### src/rtl/enc_mac_seq.sv
// Control sequencer for the shared 6-lane MAC datapath: issues one element per cycle,
// drains the product pipeline, captures the accumulators and holds them until downstream accepts.
module enc_mac_seq #(
  parameter int BITSIZE = 20,
  parameter int LANES   = 6,
  parameter int MAX_IN  = 10,
  parameter int IDXW    = 4
) (
  input  logic                       clk,
  input  logic                       reset,
  input  logic                       start,
  input  logic [IDXW-1:0]            n_in,
  output logic                       busy,
  output logic                       err,
  output logic [IDXW-1:0]            idx,
  output logic                       mul_en,
  output logic                       acc_load_bias,
  output logic                       acc_en,
  input  logic [BITSIZE*LANES-1:0]   acc_in,
  output logic [BITSIZE*LANES-1:0]   y,
  output logic                       y_valid,
  input  logic                       y_ready
);

  typedef enum logic [2:0] {S_IDLE, S_ISSUE, S_DRAIN, S_CAPTURE, S_HOLD} state_t;

  localparam logic [IDXW-1:0] MAX_IN_W = IDXW'(MAX_IN);

  state_t                     state_q, state_d;
  logic [IDXW-1:0]            n_q, n_d;
  logic [IDXW-1:0]            k_q, k_d;
  logic [IDXW-1:0]            idx_q, idx_d;
  logic                       busy_q, busy_d;
  logic                       err_q, err_d;
  logic                       mul_en_q, mul_en_d;
  logic                       bias_q, bias_d;
  logic                       acc_en_q, acc_en_d;
  logic [BITSIZE*LANES-1:0]   y_q, y_d;
  logic                       y_valid_q, y_valid_d;
  logic                       len_ok;

  assign len_ok = (n_in != '0) && (n_in <= MAX_IN_W);

  // Strobes are computed for the state being entered so that every output is a flop.
  always_comb begin
    state_d   = state_q;
    n_d       = n_q;
    k_d       = k_q;
    idx_d     = idx_q;
    err_d     = 1'b0;
    mul_en_d  = 1'b0;
    bias_d    = 1'b0;
    acc_en_d  = 1'b0;
    y_d       = y_q;
    y_valid_d = y_valid_q;
    unique case (state_q)
      S_IDLE: begin
        idx_d = '0;
        if (start) begin
          if (len_ok) begin
            n_d      = n_in;
            k_d      = '0;
            mul_en_d = 1'b1;
            bias_d   = 1'b1;
            state_d  = S_ISSUE;
          end else begin
            err_d = 1'b1;
          end
        end
      end
      S_ISSUE: begin
        acc_en_d = 1'b1;
        if (k_q == n_q - 1'b1) begin
          state_d = S_DRAIN;
        end else begin
          k_d      = k_q + 1'b1;
          idx_d    = k_q + 1'b1;
          mul_en_d = 1'b1;
        end
      end
      S_DRAIN: begin
        state_d = S_CAPTURE;
      end
      S_CAPTURE: begin
        y_d       = acc_in;
        y_valid_d = 1'b1;
        state_d   = S_HOLD;
      end
      S_HOLD: begin
        if (y_valid_q && y_ready) begin
          y_valid_d = 1'b0;
          idx_d     = '0;
          state_d   = S_IDLE;
        end
      end
      default: begin
        state_d = S_IDLE;
      end
    endcase
    busy_d = (state_d != S_IDLE);
  end

  always_ff @(posedge clk) begin
    if (reset) begin
      state_q   <= S_IDLE;
      n_q       <= '0;
      k_q       <= '0;
      idx_q     <= '0;
      busy_q    <= 1'b0;
      err_q     <= 1'b0;
      mul_en_q  <= 1'b0;
      bias_q    <= 1'b0;
      acc_en_q  <= 1'b0;
      y_q       <= '0;
      y_valid_q <= 1'b0;
    end else begin
      state_q   <= state_d;
      n_q       <= n_d;
      k_q       <= k_d;
      idx_q     <= idx_d;
      busy_q    <= busy_d;
      err_q     <= err_d;
      mul_en_q  <= mul_en_d;
      bias_q    <= bias_d;
      acc_en_q  <= acc_en_d;
      y_q       <= y_d;
      y_valid_q <= y_valid_d;
    end
  end

  assign busy          = busy_q;
  assign err           = err_q;
  assign idx           = idx_q;
  assign mul_en        = mul_en_q;
  assign acc_load_bias = bias_q;
  assign acc_en        = acc_en_q;
  assign y             = y_q;
  assign y_valid       = y_valid_q;

endmodule

### config.mk
export PLATFORM = sky130hd
export DESIGN_NAME = enc_mac_seq
export DESIGN_NICKNAME = d
export VERILOG_FILES = /design/src/rtl/enc_mac_seq.sv
export SDC_FILE = /design/constraint.sdc
export NUM_CORES = 1
export LEC_CHECK = 0
export ABC_CLOCK_PERIOD_IN_PS = 3000
export CORE_MARGIN = 2
export CORE_UTILIZATION = 41
export CTS_BUF_LIST = sky130_fd_sc_hd__clkbuf_8 sky130_fd_sc_hd__clkbuf_16
export DETAILED_ROUTE_END_ITERATION = 16
export GPL_TIMING_DRIVEN = 1
export PLACE_DENSITY = 0.91
export RECOVER_POWER = 25
export SYNTH_ARGS = -nofsm -noshare
export SYNTH_HDL_FRONTEND = slang
export SYNTH_SLANG_ARGS = --single-unit
### constraint.sdc
create_clock -name clk -period 3 [get_ports clk]
set_input_delay 0.6 -clock clk [delete_from_list [all_inputs] [get_ports clk]]
set_output_delay 0.6 -clock clk [all_outputs]
set_load 0.01 [all_outputs]
==> impl_results.md <==
- Status: completed
- MaxCap Viol Count: 0
- Routed WL: 15,400 µm
- Row cnt: 40
- Critical path class: flip-flop to flip-flop
- Final worst setup slack: 0.718 ns
- Simple-Gate Fraction of Synth Area: 0.224
- Final setup viols: 0
- Mapped Area: a little over 5000 µm²
- H-tree Lvls: 4
- Cell mode on critical path: nand2_1
- Chip width: around 120 µm
- Vias in the first global route: a little under 5,000
- Compound-Gate Fraction of Synth Area: 0.155
- Worst-Margin Slew: 1.25 ns
- First-pass GRT wire length: 23,900 µm
- Initial core utilization: 0.421
- Longest Clk Path Bufs: 2
- Synthesized area per cell: 8.04 µm²
- Fillers: 920
- CP max-delay cell: clkbuf_2
- DRT Pass-1 Iters: 5
- Synth cell types: 37
- Crit path time final: about 2.3 ns
- YS warnings: 0
- Worst Setup Start Kind: flip-flop
- Crit path largest cell delay: 0.93 ns
- TritonCTS clock tree: done
- Via count: 5,113
- Worst Path Arrival: 2.63 ns
- Ant. Diodes: 0
- Multiplexer share of the synthesized area: 0.00814
- RSZ-0062 raised after global routing: no
- Count leader, synth: nand2_1
- CORE AREA: 12,100 µm²
- Largest net degree at the start of global routing: 66
- Post-Synth XOR/XNOR Area: 0.0121
- Die span in y: 115 µm
- Io pins: 258
- Setup Skew: 0.00760 ns
- Drt drc: 0
- Final hold violation count: 0
- PortBufs: 257
- Drt wl/cell: 14.7 µm
- Initial DRC Count: about 410
- Via density: 4.87
- Crit Path Max Fanout: 65
- Syn nets: 761
- Non-filler cells, final: 1,049
- CTS root buf: clkbuf_16
- Post-CTS Setup Bufs: 0
- Fin util: 0.688
- Highest clock rate: 438 MHz
- Gate Count Post-Synth: between 600 and 700
- Cell accounting for the most synthesized area: dfxtp_1
- DIE AREA: 13,300 µm²
- Pre-CTS setup slack: 0.444 ns
- HPWL Detailed: 10,700 µm
- Critical Path Sink Type: flip-flop
- Max_slew headroom: 0.163
- Reg clk slew, reported paths: 0.05 ns
- Clock sink count: 141
- Grt total ovfl: 0
- CTS Hold Buffers Added: 0
- Post-route antenna net violation count: 0
- Final worst path period share: 0.761
- DP Cell Count: slightly above 1,000
- Synth area leaders: dfxtp_1 (56%), nand2_1 (18%), a21oi_1 (13%)
- Post-synthesis adder-cell area fraction: 0.00493
- Post-synth ARST share: 0
- Setup TNS: 0 ns
- Pwr per Cell Area: 495 nW/µm²
- Post-layout nets: 1,000
- Hold crit path type: flip-flop to flip-flop
- GRT Total Usage: 0.233
- Largest family of logic cells by synthesized area: simple AND/OR/NAND/NOR gates
- Area growth from synthesis to layout: 63.5%
- Yosys reg bits: 141
- Seq/Total Area, Yosys: 0.556
- Cts repair resizes: 0
- Placer Congestion: 0.784
- Post-synth EDFFs: 0
- Share of cells above drive strength 1: 0.0522
- TritonCTS Buffers: 17
- Critical path cell sequence: nand2_1 -> nor2_4 -> clkbuf_2 -> nand2_1 -> a21oi_1
- Synth Flop Type: dfxtp_1
- CP top delay family: buffers and inverters
- WP buf/inv: 1
- Slew Limit Fails: 0
- Flop-to-flop setup slack: 0.72 ns
- Worst-Skew Late Latency: 0.42 ns
- Area share of the leading cell type in the synthesized netlist: 0.556
- Antenna violations before repair: 0
- CP required: 3.35 ns
- Worst VDD drop: 0.463 mV
- Leakage: around 0.0028 µW
- Commonest cells in the netlist: nand2_1 (247), dfxtp_1 (141), a21oi_1 (128)
## worst paths after layout
| kind | end | cells after the start | startpoint |
|---|---|---|---|
| setup / recovery | y[106]$_SDFFE_PP0P_ | 5 | state_q[0]$_SDFF_PP0_ |
| hold / removal | y[36]$_SDFFE_PP0P_ | 2 | y[36]$_SDFFE_PP0P_ |
| setup reg to reg | y[106]$_SDFFE_PP0P_ | 5 | state_q[0]$_SDFF_PP0_ |
| hold reg to reg | y[36]$_SDFFE_PP0P_ | 2 | y[36]$_SDFFE_PP0P_ |
## through the flow
step / instance area [µm²] / hold WS [ns] / power [µW]
CTS: 8300 / 0.453 / 4140
global route: 8290 / 0.464 / 4240
detailed placement: 7760 / 0.446 / 2220
floorplan: 5070 / 0.481 / 2020
global placement: 7760 / 0.440 / 2220
finish: 8290 / 0.451 / 4110
## sequential cells by signal (all words and copies together), names as in the netlist, 3 cells and up
signal and count:
y 120, idx 4, k_q 4, n_q 4, state_q 3
## worst min-delay path, cell delays in order, from the launching register on
cell and delay (ns):
dfxtp_1 0.30, nand2_1 0.05, a21oi_1 0.05
## cell type report
type | instances | area [µm²] | area share
clock buffers | 20 | 467 | 0.0563
clock inverters | 10 | 76.3 | 0.00920
inverters | 5 | 18.8 | 0.00226
multi-input cells | 440 | 2060 | 0.249
flip-flops and latches | 141 | 2820 | 0.340
well taps | 168 | 210 | 0.0253
repair buffers | 265 | 2630 | 0.318
## cell usage in the layout (no fill, tap or decap), types with 2 or more instances in the layout
| cell type | instances |
|---|---|
| a211oi_1 | 5 |
| a21oi_1 | 128 |
| a22o_2 | 2 |
| buf_4 | 5 |
| clkbuf_16 | 17 |
| clkbuf_2 | 2 |
| clkbuf_8 | 3 |
| clkdlybuf4s50_1 | 251 |
| clkinv_2 | 4 |
| clkinvlp_4 | 2 |
| dfxtp_1 | 141 |
| dlygate4sd3_1 | 5 |
| ha_1 | 2 |
| inv_1 | 8 |
| mux2i_1 | 3 |
| nand2_1 | 247 |
| nand2b_1 | 4 |
| nand3_1 | 2 |
| nor2_1 | 10 |
| nor2b_1 | 5 |
| nor3_1 | 3 |
| o21ai_0 | 2 |
| xnor2_1 | 6 |
## layer usage
metal | vias to the layer above | track usage | share of wire
met4 | 0 | 0.109 | 0.033
met3 | 41 | 0.105 | 0.091
met2 | 195 | 0.390 | 0.49
met5 | - | 0 | 0
li1 | 2521 | - | -
met1 | 2356 | 0.251 | 0.39
## logic make-up (layout without fill, tap and decap cells)
logic type,count (synthesis),in the layout
XOR/XNOR,7,7
AND/OR/NAND/NOR,282,282
AO/OA/AOI/OAI,145,145
multiplexers,4,4
buffers and inverters,50,300
flip-flops,141,141
adder cells (fa/ha/maj),2,2
## power breakdown
group	switching (µW)	internal, µW
clock	748	1180
combinational	96.1	187
sequential	11.9	1890
total	856	3250
No activity file was read; power rests on OpenSTA's default activity.
